--- src/rtl/vga_vram_arbiter_if.sv ---
// Host req/ack port of the VGA text-RAM arbiter.
// The host drives the request side; the arbiter drives ack and read data.
interface vga_vram_arbiter_if #(
    parameter int ADDR_W = 13,
    parameter int DATA_W = 8
);
    logic              host_req;
    logic              host_we;
    logic [ADDR_W-1:0] host_addr;
    logic [DATA_W-1:0] host_wdata;
    logic              host_ack;
    logic [DATA_W-1:0] host_rdata;

    modport master (
        output host_req, host_we, host_addr, host_wdata,
        input  host_ack, host_rdata
    );

    modport slave (
        input  host_req, host_we, host_addr, host_wdata,
        output host_ack, host_rdata
    );
endinterface

--- src/rtl/vga_vram_arbiter.sv ---
// Single-port character RAM arbiter: display fetch always wins, host gets spare slots.
// Define VRAM_BLANK_ONLY_EN to restrict host ops to blanking (video_on=0).
module vga_vram_arbiter #(
    parameter int COLS   = 80,
    parameter int ROWS   = 60,
    parameter int ADDR_W = 13,
    parameter int DATA_W = 8
) (
    input  logic              clk,
    input  logic              reset,
    input  logic              p_tick,
    input  logic              video_on,
    input  logic [9:0]        pixel_x,
    input  logic [9:0]        pixel_y,
    vga_vram_arbiter_if.slave host,
    output logic              ram_we,
    output logic [ADDR_W-1:0] ram_addr,
    output logic [DATA_W-1:0] ram_wdata,
    input  logic [DATA_W-1:0] ram_rdata,
    output logic [DATA_W-1:0] pix_data,
    output logic              pix_valid
);
    localparam logic [ADDR_W-1:0] CELLS = ADDR_W'(COLS * ROWS);

    typedef enum logic [1:0] {S_IDLE, S_HOST_WR, S_HOST_RD} state_t;
    typedef enum logic [1:0] {TAG_NONE, TAG_PIX, TAG_HOST} tag_t;

    state_t            state, state_next;
    tag_t              tag0, tag1;
    logic              ack_q;
    logic [DATA_W-1:0] rdata_q;
    logic              rd_oor;
    logic              fetch;
    logic              grant;
    logic              oor;
    logic [ADDR_W-1:0] fetch_addr;
    logic              unused;

    assign unused          = ^pixel_y[2:0];
    assign host.host_ack   = ack_q;
    assign host.host_rdata = rdata_q;

    always_comb begin
        fetch      = p_tick && video_on && (pixel_x[2:0] == 3'd0);
        fetch_addr = ADDR_W'(pixel_y[9:3]) * ADDR_W'(COLS) + ADDR_W'(pixel_x[9:3]);
        oor        = host.host_addr >= CELLS;
`ifdef VRAM_BLANK_ONLY_EN
        grant = host.host_req && !fetch && (state == S_IDLE) && !ack_q && !video_on;
`else
        grant = host.host_req && !fetch && (state == S_IDLE) && !ack_q;
`endif
        state_next = state;
        case (state)
            S_IDLE:    if (grant) state_next = host.host_we ? S_HOST_WR : S_HOST_RD;
            S_HOST_WR: if (ack_q) state_next = S_IDLE;
            S_HOST_RD: if (tag1 == TAG_HOST) state_next = S_IDLE;
            default:   state_next = S_IDLE;
        endcase
    end

    always_ff @(posedge clk) begin
        if (reset) state <= S_IDLE;
        else       state <= state_next;
    end

    always_ff @(posedge clk) begin
        if (reset) begin
            ram_we    <= 1'b0;
            ram_addr  <= '0;
            ram_wdata <= '0;
            ack_q     <= 1'b0;
            rdata_q   <= '0;
            rd_oor    <= 1'b0;
            pix_data  <= '0;
            pix_valid <= 1'b0;
            tag0      <= TAG_NONE;
            tag1      <= TAG_NONE;
        end else begin
            ram_we    <= 1'b0;
            ack_q     <= 1'b0;
            pix_valid <= 1'b0;
            tag0      <= TAG_NONE;
            tag1      <= tag0;
            if (fetch) begin
                ram_addr <= fetch_addr;
                tag0     <= TAG_PIX;
            end else if (grant) begin
                // Out-of-range ops never reach the RAM but still complete.
                if (!oor) ram_addr <= host.host_addr;
                if (host.host_we) begin
                    ram_we <= !oor;
                    ack_q  <= 1'b1;
                    if (!oor) ram_wdata <= host.host_wdata;
                end else begin
                    tag0   <= TAG_HOST;
                    rd_oor <= oor;
                end
            end
            if (tag1 == TAG_PIX) begin
                pix_data  <= ram_rdata;
                pix_valid <= 1'b1;
            end
            if (tag1 == TAG_HOST) begin
                ack_q   <= 1'b1;
                rdata_q <= rd_oor ? '0 : ram_rdata;
            end
        end
    end
endmodule

--- src/flat_wrapper.sv ---
// flat-port wrapper written by rule: the top's interface ports become plain ports
module vga_vram_arbiter_flat 
#(
    parameter int COLS   = 80,
    parameter int ROWS   = 60,
    parameter int ADDR_W = 13,
    parameter int DATA_W = 8
)
  (clk, reset, p_tick, video_on, pixel_x, pixel_y, ram_we, ram_addr, ram_wdata, ram_rdata, pix_data, pix_valid, host_host_req, host_host_we, host_host_addr, host_host_wdata, host_host_ack, host_host_rdata);
  vga_vram_arbiter_if #(.ADDR_W(ADDR_W), .DATA_W(DATA_W)) host_i ();
  input  logic clk;
  input  logic reset;
  input  logic p_tick;
  input  logic video_on;
  input  logic [9:0] pixel_x;
  input  logic [9:0] pixel_y;
  output logic ram_we;
  output logic [ADDR_W-1:0] ram_addr;
  output logic [DATA_W-1:0] ram_wdata;
  input  logic [DATA_W-1:0] ram_rdata;
  output logic [DATA_W-1:0] pix_data;
  output logic pix_valid;
  input wire logic [$bits(host_i.host_req)-1:0] host_host_req;
  input wire logic [$bits(host_i.host_we)-1:0] host_host_we;
  input wire logic [$bits(host_i.host_addr)-1:0] host_host_addr;
  input wire logic [$bits(host_i.host_wdata)-1:0] host_host_wdata;
  output wire logic [$bits(host_i.host_ack)-1:0] host_host_ack;
  output wire logic [$bits(host_i.host_rdata)-1:0] host_host_rdata;
  assign host_i.host_req = host_host_req;
  assign host_i.host_we = host_host_we;
  assign host_i.host_addr = host_host_addr;
  assign host_i.host_wdata = host_host_wdata;
  assign host_host_ack = host_i.host_ack;
  assign host_host_rdata = host_i.host_rdata;
  vga_vram_arbiter #(.COLS(COLS), .ROWS(ROWS), .ADDR_W(ADDR_W), .DATA_W(DATA_W)) u_core (.clk(clk), .reset(reset), .p_tick(p_tick), .video_on(video_on), .pixel_x(pixel_x), .pixel_y(pixel_y), .host(host_i), .ram_we(ram_we), .ram_addr(ram_addr), .ram_wdata(ram_wdata), .ram_rdata(ram_rdata), .pix_data(pix_data), .pix_valid(pix_valid));
endmodule
--- config.mk ---
export PLATFORM = sky130hd
export DESIGN_NAME = vga_vram_arbiter_flat
export DESIGN_NICKNAME = d
export VERILOG_FILES = /design/src/rtl/vga_vram_arbiter_if.sv /design/src/rtl/vga_vram_arbiter.sv /design/src/flat_wrapper.sv
export SDC_FILE = /design/constraint.sdc
export NUM_CORES = 1
export LEC_CHECK = 0
export BUFFER_PORTS_ARGS = -buffer_cell sky130_fd_sc_hd__buf_2
export CAP_MARGIN = 20
export CORE_ASPECT_RATIO = 0.75
export CORE_UTILIZATION = 30
export DETAILED_ROUTE_END_ITERATION = 16
export SLEW_MARGIN = 20
export SYNTH_ARGS = -nofsm -noshare
export SYNTH_HDL_FRONTEND = slang
export SYNTH_SLANG_ARGS = --single-unit
--- constraint.sdc ---
create_clock -name clk -period 2.7 [get_ports clk]
set_input_delay 0.27 -clock clk [delete_from_list [all_inputs] [get_ports clk]]
set_output_delay 0.27 -clock clk [all_outputs]
set_load 0.01 [all_outputs]
==> results.sh <==
export IMPL_ctsHoldBuffers=0
export IMPL_ys_seq_elements=47
export IMPL_required_ns=2.88
export IMPL_max_stage_delay_ns=0.51
export IMPL_timing_critical_path_to_type="register"
export IMPL_worst_path_buf_inv=4
export IMPL_cpMaxStageDelayCell="fa_1"
export IMPL_drt_drc_violations_left=0
export IMPL_startpoint="pixel_y[4]"
export IMPL_grt_ovfl_total=0
export IMPL_n_fill_cell=762
export IMPL_final_max_slew_viol_count=0
export IMPL_num_nets_final=416
export IMPL_synthesis_nets=321
export IMPL_clk_path_buf_depth=2
export IMPL_timing_critical_path_fanout_max=2
export IMPL_max_clock_freq_ghz=0.415
export IMPL_hold_violations=0
export IMPL_grt_util_all_layers=0.144
export IMPL_skew_ns=0.00861
export IMPL_kind_of_cell_adding_the_most_delay_to_the_critical_path="adder cells"
export IMPL_synth_cells_most_frequent="47 x dfxtp_1, 31 x nor2_1, 24 x a21oi_1"
export IMPL_max_vdd_ir_drop_mv=0.223
export IMPL_core_rowCount=27
export IMPL_netlist_top_cell_by_area="dfxtp_1"
export IMPL_worstHoldPathType="in -> reg"
export IMPL_hpwl_um=4280
export IMPL_layout_area_seq_um2=941
export IMPL_cts_sinks=47
export IMPL_criticalPathCategory="in -> reg"
export IMPL_yosysMostFrequentCell="dfxtp_1"
export IMPL_yosys_cell_types_count=46
export IMPL_cts_buffers=5
export IMPL_syn_area_per_cell_um2=9.23
export IMPL_grt_antenna_before_repair=0
export IMPL_grt_max_degree=35
export IMPL_chipHeight_um=78.1
export IMPL_period_needed_ns=2.41
export IMPL_timing_final_crit_share=0.893
export IMPL_die_area_um2=8080
export IMPL_wire_per_inst_um=12.5
export IMPL_slew_headroom=0.553
export IMPL_finalWirelength_um=5580
export IMPL_dp_cells=440
export IMPL_netlist_area_leader_share=0.406
export IMPL_share_of_flip_flops_with_an_asynchronous_set_or_reset=0
export IMPL_numPortBuffers=91
export IMPL_multi_input_area_um2=1280
export IMPL_power_per_cell_area_nw_per_um2=496
export IMPL_vias=2097
export IMPL_pin_count=95
export IMPL_place_gp_congestion=0.769
export IMPL_tightest_slew_ns=0.671
export IMPL_vias_per_instance=4.69
export IMPL_totalPowerFinal_mw=1.49
export IMPL_firstDrtPassIters=4
export IMPL_layoutNonFillerInstCount=447
export IMPL_worst_setup_hold_path_clk_slew_ns=0.09
export IMPL_h_tree_depth=2
export IMPL_vias_in_the_first_global_route=1903
export IMPL_synthesis_area_um2=2320
export IMPL_critPathArrivalTime_ns=2.59
export IMPL_synth_enable_flop_cells=0
export IMPL_synth_top_flop_cell="dfxtp_1"
export IMPL_cts_tree="yes"
export IMPL_power_leakage_nw=1.38
export IMPL_grt_pass1_wl_um=9000
export IMPL_clock_insertion_delay_worst_skew_ns=0.29
export IMPL_synth_cells=251
export IMPL_die_width_um=103
export IMPL_layout_drive_gt1_share=0.329
export IMPL_synth_warnings=0
export IMPL_finalSetupViolCount=0
export IMPL_rsz0062_at_grt="no"
export IMPL_antenna_cells_inserted=0
export IMPL_post_synth_main_area_contributors="dfxtp_1 41%, mux2i_1 7.3%, ha_1 7.0%"
export IMPL_cts_resized_gates=0
export IMPL_sequential_fraction_of_the_synthesis_area=0.406
export IMPL_flow_area_growth_from_synthesis_pct=29.7
export IMPL_core_outline_area_um2=7400
export IMPL_crit_start_category="input port"
export IMPL_start_util=0.313
export IMPL_clk_root_buffer_cell="clkbuf_8"
export IMPL_drt_first_iter_violations=51
export IMPL_cts_setup_buffers=0
export IMPL_holdCritStartpoint="host_host_we"
export IMPL_postRouteAntennaNets=0
export IMPL_timing_critical_path_cells="buf_2 -> ha_1 -> ha_1 -> fa_1 -> inv_1 -> nor4b_1 -> buf_4 -> inv_1 -> o32a_1 -> or3_1"
export IMPL_regToRegStartpoint="u_core.state[1]"
export IMPL_timing_max_cap_violations=0
export IMPL_timing_setup_tns_ns=0
export IMPL_outcome="finished clean"
## path summary, 6_finish.rpt
check,cells after the start,slack [ns],endpoint
setup / recovery,10,0.29,u_core.ram_addr[12]
hold / removal,2,0.20,u_core.tag0[1]
setup reg to reg,5,0.64,u_core.ram_wdata[2]
hold reg to reg,1,0.43,u_core.tag1[0]
## layout make-up
| type | count | share of cell area |
|---|---|---|
| clock buffers | 6 | 0.0275 |
| clock inverters | 1 | 0.00167 |
| repair buffers | 102 | 0.179 |
| multi-input cells | 183 | 0.428 |
| flip-flops and latches | 47 | 0.313 |
| well taps | 101 | 0.0421 |
| inverters | 7 | 0.00875 |
## metal layers
metal | GRT usage | share of wire
met5 | 0 | 0
met4 | 0.0380 | 0.0086
met3 | 0.0312 | 0.050
met2 | 0.217 | 0.42
met1 | 0.206 | 0.52
## flip-flops by register name, summed over array words and instances (netlist names)
signal / cells
u_core.pix_valid: 1
u_core.ram_addr: 13
u_core.tag1: 2
u_core.tag0: 2
u_core.rd_oor: 1
u_core.pix_data: 8
u_core.ram_wdata: 8
u_core.host.host_rdata: 8
u_core.state: 2
u_core.host.host_ack: 1
u_core.ram_we: 1
## placed cells by master, fill, tap and decap left out, types with 2 or more instances in the layout
| cell type | instances |
|---|---|
| xnor2_1 | 3 |
| nand2b_1 | 2 |
| nor3b_1 | 8 |
| a211o_1 | 2 |
| a31oi_1 | 3 |
| nor2b_1 | 3 |
| dfxtp_1 | 47 |
| a22oi_1 | 2 |
| nor2_1 | 31 |
| buf_2 | 91 |
| inv_1 | 7 |
| nor4b_1 | 3 |
| xor2_1 | 3 |
| ha_1 | 13 |
| fa_1 | 2 |
| a211oi_1 | 9 |
| a21oi_1 | 24 |
| o21bai_1 | 2 |
| nand3_1 | 5 |
| mux2i_1 | 17 |
| a21o_1 | 5 |
| nand2_1 | 20 |
| or3_1 | 2 |
| nor4_1 | 2 |
| clkbuf_8 | 6 |
| nor3_1 | 4 |
| buf_4 | 11 |
## cell families after synthesis
family	count (synthesis)	share of synthesized area
DFF	47	0.406
buffers and inverters	21	0.0389
muxes	17	0.0735
adders and majority gates	15	0.0875
AOI/OAI and AO/OA	59	0.178
xor gates and xnor gates	7	0.0324
and+or+nand+nor	85	0.183
## report_power, final
part           total (mW)  internal [mW]  leakage [nW]  switching (mW)
combinational       0.329          0.159         0.949           0.169
sequential          0.736          0.721         0.382          0.0158
clock               0.426          0.201        0.0470           0.225
## through the flow
step | utilization | instance area (um^2) | worst slack (ns) | hold slack [ns]
after floorplan | - | 2320 | 0.144 | 0.349
after global placement | 0.394 | 2920 | -0.00786 | 0.426
after detailed placement | 0.394 | 2920 | -0.0204 | 0.422
after CTS | 0.406 | 3000 | 0.275 | 0.188
after global routing | 0.406 | 3000 | 0.214 | 0.194
final | 0.406 | 3000 | 0.290 | 0.204
Note: power is estimated with default switching activity, not from simulation.
